## config.mk

```make
export PLATFORM = sky130hd
export DESIGN_NAME = muldiv_sequencer
export DESIGN_NICKNAME = d
export VERILOG_FILES = /design/src/rtl/muldiv_sequencer_pkg.sv /design/src/rtl/muldiv_step.sv /design/src/rtl/muldiv_sequencer.sv
export SDC_FILE = /design/constraint.sdc
export NUM_CORES = 1
export LEC_CHECK = 0
export CORE_AREA = 2 2 156 158
export DETAILED_ROUTE_END_ITERATION = 16
export DIE_AREA = 0 0 158 160
export PLACE_DENSITY = 0.8
export SLEW_MARGIN = 40
export SYNTH_ARGS = -nofsm -noshare
export SYNTH_HDL_FRONTEND = slang
export SYNTH_SLANG_ARGS = --single-unit
```

## constraint.sdc

```tcl
create_clock -name clk -period 4.2 [get_ports clk]
set_input_delay 1.05 -clock clk [delete_from_list [all_inputs] [get_ports clk]]
set_output_delay 1.05 -clock clk [all_outputs]
set_load 0.02 [all_outputs]
```

## src/rtl/muldiv_sequencer_pkg.sv

```systemverilog
// Shared ALU control codes and M-extension sequencer state encoding.
// Also imported by the ALU control decoder, so code values must stay in sync there.
package muldiv_sequencer_pkg;

  localparam logic [4:0] ALU_MUL    = 5'b01010;
  localparam logic [4:0] ALU_MULH   = 5'b01011;
  localparam logic [4:0] ALU_MULHSU = 5'b01100;
  localparam logic [4:0] ALU_MULHU  = 5'b01101;
  localparam logic [4:0] ALU_DIV    = 5'b01110;
  localparam logic [4:0] ALU_DIVU   = 5'b01111;
  localparam logic [4:0] ALU_REM    = 5'b10000;
  localparam logic [4:0] ALU_REMU   = 5'b10001;

  typedef enum logic [1:0] {
    S_IDLE = 2'd0,
    S_CALC = 2'd1,
    S_FIX  = 2'd2,
    S_DONE = 2'd3
  } state_t;

  function automatic logic is_muldiv(input logic [4:0] code);
    return (code >= ALU_MUL) && (code <= ALU_REMU);
  endfunction

  function automatic logic is_div(input logic [4:0] code);
    return (code >= ALU_DIV) && (code <= ALU_REMU);
  endfunction

  function automatic logic is_rem(input logic [4:0] code);
    return (code == ALU_REM) || (code == ALU_REMU);
  endfunction

endpackage

```

## src/rtl/muldiv_step.sv

```systemverilog
// One radix-2 iteration: shift-add for multiply, restoring shift-subtract for divide.
// Purely combinational; acc holds {hi, multiplier} or {remainder, dividend/quotient}.
module muldiv_step (
  input  logic        div_mode,
  input  logic [63:0] acc,
  input  logic [31:0] opnd,
  output logic [63:0] acc_next
);

  logic [32:0] sum;
  logic [32:0] shifted;
  logic [32:0] trial;

  always_comb begin
    sum      = {1'b0, acc[63:32]} + (acc[0] ? {1'b0, opnd} : 33'd0);
    shifted  = {acc[63:32], acc[31]};
    trial    = shifted - {1'b0, opnd};
    acc_next = {sum, acc[31:1]};
    if (div_mode) begin
      // A borrow out of the 33-bit trial means the divisor did not fit: restore.
      if (trial[32]) acc_next = {shifted[31:0], acc[30:0], 1'b0};
      else           acc_next = {trial[31:0], acc[30:0], 1'b1};
    end
  end

endmodule

```

## src/rtl/muldiv_sequencer.sv

```systemverilog
// Iterative RV32M multiply/divide: 34 cycles accept-to-done, 1 for divide-by-zero/overflow.
// No backpressure: busy stalls the pipeline; kill aborts silently, done is a one-cycle pulse.
module muldiv_sequencer
  import muldiv_sequencer_pkg::*;
(
  input  logic        clk,
  input  logic        reset,
  input  logic        start,
  input  logic [4:0]  alu_control,
  input  logic [31:0] op_a,
  input  logic [31:0] op_b,
  input  logic        kill,
  output logic        busy,
  output logic        done,
  output logic [31:0] result
);

  state_t      state;
  logic [4:0]  op;
  logic [63:0] acc;
  logic [31:0] opnd;
  logic        neg_res;
  logic        neg_rem;
  logic [4:0]  cnt;

  logic [63:0] step_acc;
  logic        a_signed, b_signed, a_neg, b_neg;
  logic [31:0] mag_a, mag_b;
  logic        fast, div0, ovf;
  logic [31:0] fast_res;
  logic [63:0] prod;
  logic [31:0] quot, rem;
  logic [31:0] fix_res;

  muldiv_step u_step (
    .div_mode (is_div(op)),
    .acc      (acc),
    .opnd     (opnd),
    .acc_next (step_acc)
  );

  always_comb begin
    a_signed = (alu_control == ALU_MULH) || (alu_control == ALU_MULHSU) ||
               (alu_control == ALU_DIV)  || (alu_control == ALU_REM);
    b_signed = (alu_control == ALU_MULH) || (alu_control == ALU_DIV) ||
               (alu_control == ALU_REM);
    a_neg    = a_signed & op_a[31];
    b_neg    = b_signed & op_b[31];
    mag_a    = a_neg ? (32'd0 - op_a) : op_a;
    mag_b    = b_neg ? (32'd0 - op_b) : op_b;

    div0     = is_div(alu_control) && (op_b == 32'd0);
    ovf      = ((alu_control == ALU_DIV) || (alu_control == ALU_REM)) &&
               (op_a == 32'h8000_0000) && (op_b == 32'hFFFF_FFFF);
    fast     = div0 || ovf;
    if (div0) fast_res = is_rem(alu_control) ? op_a  : 32'hFFFF_FFFF;
    else      fast_res = is_rem(alu_control) ? 32'd0 : 32'h8000_0000;
  end

  always_comb begin
    prod = neg_res ? (64'd0 - acc) : acc;
    quot = neg_res ? (32'd0 - acc[31:0]) : acc[31:0];
    rem  = neg_rem ? (32'd0 - acc[63:32]) : acc[63:32];
    case (op)
      ALU_MUL:                        fix_res = prod[31:0];
      ALU_MULH, ALU_MULHSU, ALU_MULHU: fix_res = prod[63:32];
      ALU_DIV, ALU_DIVU:              fix_res = quot;
      default:                        fix_res = rem;
    endcase
  end

  always_ff @(posedge clk) begin
    if (reset) begin
      state   <= S_IDLE;
      op      <= 5'd0;
      acc     <= 64'd0;
      opnd    <= 32'd0;
      neg_res <= 1'b0;
      neg_rem <= 1'b0;
      cnt     <= 5'd0;
      busy    <= 1'b0;
      done    <= 1'b0;
      result  <= 32'd0;
    end else if (kill) begin
      state <= S_IDLE;
      cnt   <= 5'd0;
      busy  <= 1'b0;
      done  <= 1'b0;
    end else begin
      case (state)
        S_IDLE: begin
          if (start && is_muldiv(alu_control)) begin
            op      <= alu_control;
            acc     <= {32'd0, mag_a};
            opnd    <= mag_b;
            neg_res <= a_neg ^ b_neg;
            neg_rem <= a_neg;
            cnt     <= 5'd0;
            busy    <= 1'b1;
            if (fast) begin
              state  <= S_DONE;
              result <= fast_res;
              done   <= 1'b1;
            end else begin
              state <= S_CALC;
            end
          end
        end
        S_CALC: begin
          acc <= step_acc;
          cnt <= cnt + 5'd1;
          if (cnt == 5'd31) state <= S_FIX;
        end
        S_FIX: begin
          result <= fix_res;
          state  <= S_DONE;
          done   <= 1'b1;
        end
        S_DONE: begin
          state <= S_IDLE;
          busy  <= 1'b0;
          done  <= 1'b0;
        end
        default: state <= S_IDLE;
      endcase
    end
  end

endmodule

```

After elaboration in Yosys (flattened, before gate mapping)

Index checks and enable logic that the tools add are counted.

Register bits: 144
Output and inout bits: 34

Add/subtract/negate cells: 8
Order comparisons: 5
Equal/unequal tests: 20
Multiplexer cells: 28
Bitwise logic cells: 4
Reduce and logical (&&, ||, !) cells: 31

Operators with widths:

| kind                                                 | number |
|---|---|
| 2-to-1 mux 32 bit                                    | 10 |
| 2-to-1 mux 64 bit                                    | 4 |
| case mux 64 bit (2 select lines)                     | 1 |
| subtractor 1 x 32 -> 32 bit (first input constant)   | 4 |
| case mux 32 bit (3 select lines)                     | 1 |
| == test 32 bit (second input constant)               | 2 |
| case mux 32 bit (2 select lines)                     | 1 |
| subtractor 1 x 64 -> 64 bit (first input constant)   | 1 |
| == test 5 x 4 -> 1 bit (second input constant)       | 9 |
| adder 32 x 33 -> 33 bit                              | 1 |
| subtractor 33 x 32 -> 33 bit                         | 1 |
| zero test 32 bit                                     | 1 |
| == test 5 bit (second input constant)                | 3 |
| >= comparator 5 x 4 -> 1 bit (second input constant) | 3 |
| <= comparator 5 bit (second input constant)          | 2 |
| case mux 5 bit (2 select lines)                      | 1 |
| AND reduction 3 bit                                  | 3 |
| logical OR 1 bit                                     | 8 |
| case mux 2 bit (4 select lines)                      | 1 |
| logical AND 1 bit                                    | 7 |
| 2-to-1 mux 2 bit                                     | 3 |
| != test 2 bit (second input constant)                | 3 |
| AND reduction 2 bit                                  | 3 |
| nonzero test 2 bit                                   | 3 |
| other kinds (15)                                     | 20 |

Depth between registers and ports, before layout

Depth in word-level cells: 8
Depth in mapped cells: 15
Mapped depth without buffers: 14

Hierarchy

A second synthesis with hierarchy kept.

Cells, all modules: 2103
Area, all modules: 15173.3 sq um

Modules (own cells, without submodules):

| module           | instances | cells each | area an instance (sq um) | seq. area each (sq um) |
|---|---|---|---|---|
| muldiv_sequencer | 1         | 1409       | 10406.2                  | 2882.8 |
| muldiv_step      | 1         | 694        | 4767.1                   | 0.0 |

Worst setup path after synthesis

No wires, ideal clock.

Path kind: input port to flip-flop
Start: in op_a[17]
End: reg result[29]
Arrival time: 3.706 ns
Data required time: 4.067 ns
Setup slack: 0.361 ns
Stages on the path: 11
Path buffers: 1
Path through: or4_1 or4_1 nor3_1 nand2_1 o21a_1 o21ai_1 o21ai_1 or2_2 buf_2 a211oi_1 nor3_1

Cells in the longest elaborated chain, start to end: 6

RTL lines:

| what                                 | line                    | text |
|---|---|---|
| start: declaration                   | muldiv_sequencer.sv:10  | `input logic [31:0] op_a,` |
| == test 32 bit                       | muldiv_sequencer.sv:54  | `(op_a == 32'h8000_0000) && (op_b == 32'hFFFF_FFFF);` |
| logical AND 1 bit                    | muldiv_sequencer.sv:53  | `ovf = ((alu_control == ALU_DIV) \|\| (alu_control == ALU_REM)) &&` |
| logical AND 1 bit                    | muldiv_sequencer.sv:54  |  |
| logical OR 1 bit                     | muldiv_sequencer.sv:55  | `fast = div0 \|\| ovf;` |
| != test 2 bit (no source line)       | --                      |  |
| AND reduction 4 bit (no source line) | --                      |  |
| end signal: assignment               | muldiv_sequencer.sv:102 | `result <= fast_res;` |
| end signal: assignment               | muldiv_sequencer.sv:115 | `result <= fix_res;` |
| end: declaration                     | muldiv_sequencer.sv:15  | `output logic [31:0] result` |

No other way between the ends.
A chain may end at the register's enable or synchronous reset.

Worst setup path after layout

Start: reg acc[0]
End: reg acc[63]

Cells in the longest elaborated chain, start to end: 4

RTL lines:

| what                             | line                    | text |
|---|---|---|
| start: declaration               | muldiv_sequencer.sv:20  | `logic [63:0] acc;` |
| start signal: assignment         | muldiv_sequencer.sv:94  | `acc <= {32'd0, mag_a};` |
| start signal: assignment         | muldiv_sequencer.sv:110 | `acc <= step_acc;` |
| 2-to-1 mux 32 bit                | muldiv_step.sv:15       | `sum = {1'b0, acc[63:32]} + (acc[0] ? {1'b0, opnd} : 33'd0);` |
| adder 32 x 33 -> 33 bit          | muldiv_step.sv:15       |  |
| 2-to-1 mux 64 bit                | muldiv_step.sv:19       | `if (div_mode) begin` |
| case mux 64 bit (2 select lines) | muldiv_sequencer.sv:90  | `case (state)` |

No other way between the ends.

==> metrics <==
Vias 15600; WP buf/inv 3; number of clock sinks 144; reg-to-reg startpoint acc[0]; Synth Flop Type dfxtp_1; worst-case clock buffer depth 2; Hold Crit Depth 2; overall global routing resource usage 37.1%; number of flops mapped to enable cells by yosys 0; top cells by instance count after synthesis 217 x nand2_1, 215 x nor2_1, 144 x dfxtp_1, 126 x a21oi_1, 122 x o21ai_0; FILL cells 2050; Required @ worst endpoint 4.47 ns; Tcrit/Tclk final 97.1%; final hold vios 0; crit path max fanout 8; sw frac 33.5%; Slowest Stage Delay on Critical Path 0.64 ns; fin util 68.8%; drt pass-1 iters 6; DP Cell Count 2355; post-synth top area share 20.8%; total CTS buffers 17; H-tree Lvls 4; top-count cell post-synth nand2_1; clock root cell clkbuf_16; Syn Inst Count 1941; sequential share of the synthesized area 20.8%; Die Ht 160 µm; Max IR drop VDD 0.233 mV; Synth area leader dfxtp_1; core region area 23800 µm²; FP Rows 57; Die W 158 µm; Avg WL per Cell 20.2 µm; final wirelength 48200 µm; postcts setup bufs 0; CP Capture Type register; DIE AREA 25300 µm²; unique cell type count in the Yosys netlist 78; cell family with most CP delay compound AO/OA/AOI/OAI gates; switching pwr 1.32 mW; pre-CTS worst setup slack -0.271 ns; Detailed Place HPWL 36700 µm; largest net degree at the start of global routing 98; flops & latches, synth 144; Ports 107; clock skew 0.0122 ns; Finished Layout Cells 2388; leakage 6.24 nW; P_int 2.62 mW; Setup CP Type register to register; Worst-path clk slew 0.07 ns; worst setup margin 0.120 ns; Slew @ Worst Pin 0.879 ns; antenna fix cells 0; Worst R2R End acc[63]; Fmax 245 MHz; Async SR Flop Fraction 0%; Slew Limit Fails 0; synthesized area per cell 7.15 µm²; synthesized net count 2091; post-route ant nets 0; worst r2r path cells 15; Clock power frac 37.9%; layout cells sized above 1 9.21%; Hold Slack 0.473 ns; CTS tree built; post-cts resize count 0; Yosys warning total 0; Post-Syn Area 13900 µm²; Port Buf Inserts 106; Hold EP opnd[0]; Seq pwr share 36.6%; initial antenna violation count 0; first-pass GRT wire length 74700 µm; starting density of the core 58.3%; Area Overhead vs Synth 18.0%; post-layout net count 2201; Final min period 4.08 ns; reg-to-reg setup timing slack 0.12 ns; critical-path cell list clkinvlp_4, buf_4, nor2_1, ha_1, and4_1, nand2_1, a2111oi_2, buf_4, nor2_1, o21ai_1, o41ai_1, a21oi_1, a21o_1, a41oi_1, a2111oi_0; Residual DRC 0; Post-CTS Hold Fix Bufs 0; status complete, no violations; startpoint types register; min-delay worst type register to register; max cap viols 0; vias per cell 6.54; PD cells 240 nW/µm²; DRT iter0 DRCs 1967; Area contributors post-synth dfxtp_1 21%, ha_1 6.8%, xor2_1 6.2%, nand2_1 5.9%, nor2_1 5.8%; Critical-path top delay cell o41ai_1; hold_sp opnd[0]; Levels on crit path 15; Final setup viols 0; Critical Path AT 4.35 ns; Comb pwr share 25.5%; number of global-route vias before repair 14300; grt ovf 0; critical path launch point acc[0]; clock latency on the worst-skew pair 0.44 ns; RePlAce Congestion 0.983; Slew HR 41.4%
through the flow:
| step | TNS, ns | cell area, µm² | total power [mW] |
|---|---|---|---|
| detailed placement | -5.89 | 15800 | 2.44 |
| finish | 0 | 16400 | 3.93 |
| floorplan | 0 | 13900 | 2.08 |
| global placement | -2.95 | 15800 | 2.42 |
| global route | -0.0210 | 16400 | 4.06 |
| CTS | 0 | 16300 | 3.91 |
cell families (layout without fill, tap and decap cells):
kind of cell / after synthesis / count (layout) / synth area share (%)
AND/OR/NAND/NOR: 703 / 703 / 23.9
AO/OA/AOI/OAI: 607 / 607 / 29.0
buffers and inverters: 194 / 317 / 5.43
XOR/XNOR: 189 / 189 / 11.9
flip-flops: 144 / 144 / 20.8
adder cells (fa/ha/maj): 77 / 77 / 7.05
multiplexers: 27 / 27 / 1.96
registers in the layout, indices dropped and copies added, names as in the netlist:
signal,cells
cnt,5
state,2
neg_rem,1
op,5
busy,1
neg_res,1
acc,64
done,1
opnd,32
result,32
cell usage in the layout, fill, tap and decap left out, types with 14 or more instances in the layout:
cell type        count
a211oi_1            67
a21o_1              34
a21oi_1            126
a221oi_1            17
buf_4              107
clkbuf_16           18
clkdlybuf4s50_1    105
dfxtp_1            143
ha_1                73
inv_1               65
mux2i_1             26
nand2_1            216
nand2b_1            16
nand3_1             49
nor2_1             212
nor2b_1             21
nor3_1              47
o211ai_1            38
o21a_1              17
o21ai_0            122
o21ai_1             14
o22ai_1             29
o31ai_1             30
o41ai_1             16
or3_1               28
or4_1               18
xnor2_1             91
xor2_1              98
area by class of cell:
cell class                 instances  area [µm²]  share of cell area (%)
sequential                       144        2880                    17.6
tap                              324         405                    2.47
inverter                          66         251                    1.53
multi-input combinational       1603       10300                    62.8
clock buffer                      19         443                    2.70
timing repair buffer             219        1990                    12.1
clock inverter                    13         119                   0.725
per-layer routing:
| layer | track usage (%) | share of wire (%) |
|---|---|---|
| met5 | 0 | 0 |
| met4 | 13.4 | 3.7 |
| met3 | 8.79 | 11 |
| met2 | 56.1 | 43 |
| met1 | 51.2 | 42 |
tightest hold or removal path: stages (launching register included):
cell	delay, ns
dfxtp_1	0.32
nand2_1	0.05
a21oi_1	0.05
power by group through the flow:
| stage | combinational, mW | sequential (mW) | clock [mW] |
|---|---|---|---|
| CTS | 0.975 | 1.44 | 1.49 |
| floorplan | 0.622 | 1.46 | 0 |
| global route | 1.07 | 1.44 | 1.55 |
| global placement | 0.956 | 1.47 | 0 |
| finish | 1.00 | 1.44 | 1.49 |
| detailed placement | 0.969 | 1.47 | 0 |
worst max path at each step:
stage                             to  slack [ns]
after CTS                 result[26]        0.14
final                        acc[63]        0.12
after global placement    result[26]       -0.19
after global routing       result[5]       -0.01
after floorplan           result[29]        0.36
after detailed placement  result[26]       -0.27
(Power assumes the default switching activity.)
